`config.mk`:
```
export PLATFORM = sky130hd
export DESIGN_NAME = syn_fb_pxl_wr
export DESIGN_NICKNAME = d
export VERILOG_FILES = /design/src/rtl/syn_fb_pxl_wr.sv
export SDC_FILE = /design/constraint.sdc
export NUM_CORES = 1
export LEC_CHECK = 0
export CORE_MARGIN = 3
export CORE_UTILIZATION = 45
export DETAILED_ROUTE_END_ITERATION = 8
export GPL_TIMING_DRIVEN = 0
export PLACE_DENSITY = 0.79
export RECOVER_POWER = 100
export SLEW_MARGIN = 20
export SYNTH_ARGS = -nofsm -noshare
export SYNTH_HDL_FRONTEND = slang
export SYNTH_SLANG_ARGS = --single-unit
```
`constraint.sdc`:
```
create_clock -name clk_ir -period 7.5 [get_ports clk_ir]
set_input_delay 1.5 -clock clk_ir [delete_from_list [all_inputs] [get_ports clk_ir]]
set_output_delay 1.5 -clock clk_ir [all_outputs]
set_load 0.03 [all_outputs]
```
`src/rtl/syn_fb_pxl_wr.sv`:
```
// Frame-buffer pixel writer: packs 8b pixel writes into 16b SRAM
// word writes with byte enables, merging even/odd pairs when possible.
module syn_fb_pxl_wr #(
  parameter int unsigned P_WIDTH   = 640,
  parameter int unsigned P_HEIGHT  = 480,
  parameter int unsigned P_FB_BASE = 0
) (
  input  logic        clk_ir,
  input  logic        rst_sync_l,
  input  logic        pxl_valid,
  output logic        pxl_ready,
  input  logic [9:0]  pxl_x,
  input  logic [8:0]  pxl_y,
  input  logic [7:0]  pxl_data,
  output logic        sram_req,
  input  logic        sram_gnt,
  output logic [17:0] sram_addr,
  output logic [15:0] sram_wdata,
  output logic [1:0]  sram_be,
  output logic [15:0] drop_cnt
);

  typedef enum logic [1:0] {
    S_IDLE,
    S_PEND,
    S_REQ
  } state_t;

  state_t      r_state;
  state_t      w_nstate;
  logic [17:0] r_addr;
  logic [15:0] r_wdata;
  logic [1:0]  r_be;
  logic [15:0] r_drop;

  logic        w_in_range;
  logic [17:0] w_waddr;
  logic [1:0]  w_lane_be;
  logic [15:0] w_lane_data;
  logic        w_ready;
  logic        w_acc;

  assign w_in_range =
    (32'(pxl_x) < P_WIDTH) &&
    (32'(pxl_y) < P_HEIGHT);

  assign w_waddr = 18'(
    P_FB_BASE +
    32'(pxl_y) * (P_WIDTH / 2) +
    32'(pxl_x[9:1]));

  assign w_lane_be = pxl_x[0] ? 2'b10 : 2'b01;

  assign w_lane_data = pxl_x[0] ?
    {pxl_data, 8'h00} :
    {8'h00, pxl_data};

  always_comb begin
    w_nstate = r_state;
    w_ready  = 1'b0;
    unique case (r_state)
      S_IDLE: begin
        w_ready = 1'b1;
        if (pxl_valid && w_in_range)
          w_nstate = S_PEND;
      end
      S_PEND: begin
        // merge only the other lane of the same word
        w_ready = w_in_range &&
          (w_waddr == r_addr) &&
          ((w_lane_be & r_be) == 2'b00);
        w_nstate = S_REQ;
      end
      S_REQ: begin
        if (sram_gnt)
          w_nstate = S_IDLE;
      end
      default: w_nstate = S_IDLE;
    endcase
  end

  assign pxl_ready = w_ready && rst_sync_l;
  assign w_acc     = pxl_valid && pxl_ready;

  always_ff @(posedge clk_ir or negedge rst_sync_l) begin
    if (!rst_sync_l) begin
      r_state <= S_IDLE;
      r_addr  <= '0;
      r_wdata <= '0;
      r_be    <= '0;
      r_drop  <= '0;
    end else begin
      r_state <= w_nstate;
      if (w_acc && w_in_range) begin
        if (r_state == S_IDLE) begin
          r_addr  <= w_waddr;
          r_wdata <= w_lane_data;
          r_be    <= w_lane_be;
        end else begin
          r_wdata <= r_wdata | w_lane_data;
          r_be    <= r_be | w_lane_be;
        end
      end
      if (w_acc && !w_in_range &&
          r_drop != 16'hFFFF)
        r_drop <= r_drop + 16'd1;
    end
  end

  assign sram_req   = (r_state == S_REQ);
  assign sram_addr  = r_addr;
  assign sram_wdata = r_wdata;
  assign sram_be    = r_be;
  assign drop_cnt   = r_drop;

endmodule
```
==> flow_metrics.tcl <==
set metrics [dict create \
    layout-area-overhead-vs-synth_pct 31.8 \
    cell_chain_critical_path "clkdlybuf4s50_1 > ha_1 > ha_1 > fa_1 > a211oi_4 > nor2_1 > or4b_4 > nor4_4 > xnor3_1 > o21bai_1 > o31a_1 > buf_6 > buf_12 > inv_1 > dlygate4sd2_1" \
    core_region_area_sq_um 7330 \
    clock_tree.buffer_depth 2 \
    finalPower_uw 1270 \
    root_buffer "clkbuf_8" \
    clockPowerShare_pct 15.0 \
    drt-initial-drc-count 157 \
    synth_edf_count 0 \
    initial_cell_density_of_the_core_pct 46.8 \
    remaining_drc_errors 0 \
    timing.setup.tns_ns 0 \
    max_clock_freq_ghz 0.137 \
    crit_arrival_ns 5.79 \
    ys_warn_count 0 \
    max_slew_margin_pct 54.6 \
    post_synthesis_mean_instance_area_sq_um 10.5 \
    period_minus_slack_ns 7.29 \
    clkSinkCount 54 \
    power_internal_uw 752 \
    slowest_delay_ns 0.57 \
    die-width_microns 93.3 \
    multi_input_comb_area_sq_um 2000 \
    synth_sequential_area_ratio_pct 39.4 \
    netlist_instances 328 \
    drt_wl_total_microns 8110 \
    grt_start_max_net_pins 58 \
    yosys.area_share.xor_xnor_pct 12.6 \
    cellPowerDensity_nw_per_um2 281 \
    ctsHtreeMaxLevel 2 \
    post_synth_main_area_contributors "dfrtp_1 (39%), xnor2_1 (8.2%), ha_1 (6.6%)" \
    ys_ff_latch 54 \
    switchingPower_uw 518 \
    endpoint_kind "primary output" \
    grt_pass1_wl_microns 13600 \
    dp_hpwl_microns 6210 \
    finalClockSkew_ns 0.00690 \
    final-seq-area_sq_um 1350 \
    synth_top_area_share_pct 39.4 \
    timing.final.setup_violations 0 \
    synth_cell_types 63 \
    p_leak_uw 0.00202 \
    cts_tree "yes" \
    worstHoldPathType "register to register" \
    comb_power_share_pct 50.2 \
    synthDominantAreaCellType "dfrtp_1" \
    post-synth-top-count-cell "dfrtp_1" \
    place.gp.congestion 0.850 \
    final.period_utilization_pct 97.2 \
    post_route_cells_drive_above_1_share_pct 10.2 \
    muxShareOfSynthArea_pct 3.87 \
    synth_adder_area_share_pct 7.73 \
    finalHoldViolations 0 \
    startpoint_types "primary input" \
    share_seq_of_total_power_pct 34.8 \
    detail_route.wl_per_cell_microns 15.6 \
    timing.critical_path.required_ns 6.00 \
    dieArea_sq_um 8700 \
    inserted_clock_buffers 5 \
    via_count 2864 \
    cpMaxStageDelayCell "or4b_4" \
    timing_worst_slew_pin_value_ns 0.681 \
    complex_gate_fraction_of_the_synthesized_area_pct 14.9 \
    ys.flop_type "dfrtp_1" \
    drtAntennaViolNets 0 \
    switching_share_pct 40.8 \
    final_max_slew_viol_count 0 \
    fill_cells 572 \
    final_nets 470 \
    postSynth.asyncResetShare_pct 100 \
    irDropWorstVdd_v 0.000212 \
    cpMostUsedCell "ha_1" \
    cts.repair_timing.setup_buffer_count 0 \
    clkTransAtPathRegs_ns 0.08 \
    row_count 31 \
    reg2reg_slack_ns 4.37 \
    die_height_microns 93.3 \
    synth_area_in_simple_gates_pct 18.5 \
    post_synth_instance_area_sq_um 3430 \
    synth.net_count 379 \
    port_buffers 84 \
    outcome "completed" \
    synthTopCellsByCount "dfrtp_1 (54), nand2_1 (44), xnor2_1 (32)" \
    io_pins 85 \
    grt_overflow_total 0 \
    antennaDiodeCount 0 \
    antenna_violations_before_repair 0 \
    timing.setup.critical_path_class "primary input to primary output" \
    cap_viol_max_count 0 \
    detail_route.vias_per_cell 5.52 \
    grt.total_usage_pct 19.4 \
    drt-pass1-iter-count 4 \
    largest_family_of_logic_cells_by_synthesized_area "simple AND/OR/NAND/NOR gates" \
    critPathMaxFanout 10 \
    fin_hold_ws_ns 0.474 \
    number_of_global_route_vias_before_repair 2927 \
    clock_insertion_delay_worst_skew_ns 0.31 \
]
==> per-stage QoR <==
stage                     setup slack [ns]  utilization [%]  instance area, sq um  std cells
after floorplan                       1.19                -                  3430        328
after global placement              -0.863             59.9                  4390        511
after detailed placement           -0.0759             59.9                  4390        511
after CTS                            0.184             61.3                  4500        519
after global routing              -0.00457             61.6                  4520        519
final                                0.208             61.6                  4520        519
==> power by group through the flow <==
stage	Combinational [uW]	Clock [uW]	Sequential (uW)
after floorplan	267	0	592
after global placement	653	0	446
after detailed placement	662	0	449
after CTS	666	195	445
after global routing	686	208	454
final	637	190	442
==> repair_timing <==
action,in CTS,in global routing
hold buffers,0,0
gates resized for setup,1,3
setup endpoints to repair,1,1
==> critical path, delay by kind of cell <==
| family | cells | cell delay (ns) |
|---|---|---|
| buffers and inverters | 5 | 1.19 |
| adder cells (fa/ha/maj) | 3 | 1.06 |
| AND/OR/NAND/NOR | 3 | 0.88 |
| AO/OA/AOI/OAI | 3 | 0.78 |
| XOR/XNOR | 1 | 0.37 |
==> worst paths after layout <==
path                                 from  cells past startpoint              to
max                              pxl_y[1]                     15       pxl_ready
min                        sram_wdata[15]                      2  sram_wdata[15]
max reg2reg                  sram_addr[3]                     10  sram_wdata[10]
min reg2reg                sram_wdata[15]                      2  sram_wdata[15]
max in group asynchronous      rst_sync_l                      1   sram_addr[12]
min in group asynchronous      rst_sync_l                      1  sram_wdata[13]
==> final cells by class <==
class	count	area share, %
multi-input cells	253	44.2
plain buffers	8	1.19
repair buffers	84	18.5
flip-flops and latches	54	29.9
clock inverters	1	0.664
well taps	99	2.74
inverters	13	1.08
clock buffers	7	1.69
==> placed cells by master, fill, tap and decap left out, types with 2 or more instances in the layout <==
cell / n
a211oi_1: 2
a21oi_1: 5
a2bb2oi_1: 2
and3_1: 7
clkbuf_1: 8
clkbuf_8: 5
clkdlybuf4s50_1: 26
dfrtp_1: 54
dlygate4sd3_1: 56
fa_1: 2
ha_1: 18
inv_1: 12
mux2_2: 10
mux2i_1: 2
nand2_1: 44
nand2b_1: 6
nand3_1: 5
nand4_1: 8
nor2_1: 17
nor2b_1: 2
nor3_1: 5
o211ai_1: 2
o21ai_0: 17
o21ba_2: 2
o21bai_1: 2
o41ai_1: 9
o41ai_2: 7
or3_1: 2
or3_4: 2
or4_1: 4
xnor2_1: 32
xnor3_1: 4
xor2_1: 5
==> logic make-up (layout without fill, tap and decap cells) <==
family / count (synthesis) / count (layout)
flip-flops: 54 / 54
adder cells (fa/ha/maj): 20 / 20
AO/OA/AOI/OAI: 61 / 61
buffers and inverters: 21 / 113
AND/OR/NAND/NOR: 118 / 118
multiplexers: 12 / 12
XOR/XNOR: 42 / 42
==> layer usage <==
layer | global-route usage, % | wire length (microns) | vias to the layer above
met5 | 0 | 0 | -
met4 | 4.76 | 103 | 0
met3 | 4.67 | 588 | 11
met2 | 31.9 | 3930 | 100
met1 | 25.7 | 3490 | 1380
li1 | - | - | 1373
==> flip-flops by register name (all words and copies together), names as in the netlist <==
name and cells:
drop_cnt 16, r_state 2, sram_addr 18, sram_be 2
sram_wdata 16
Note: power is estimated with default switching activity, not from simulation.
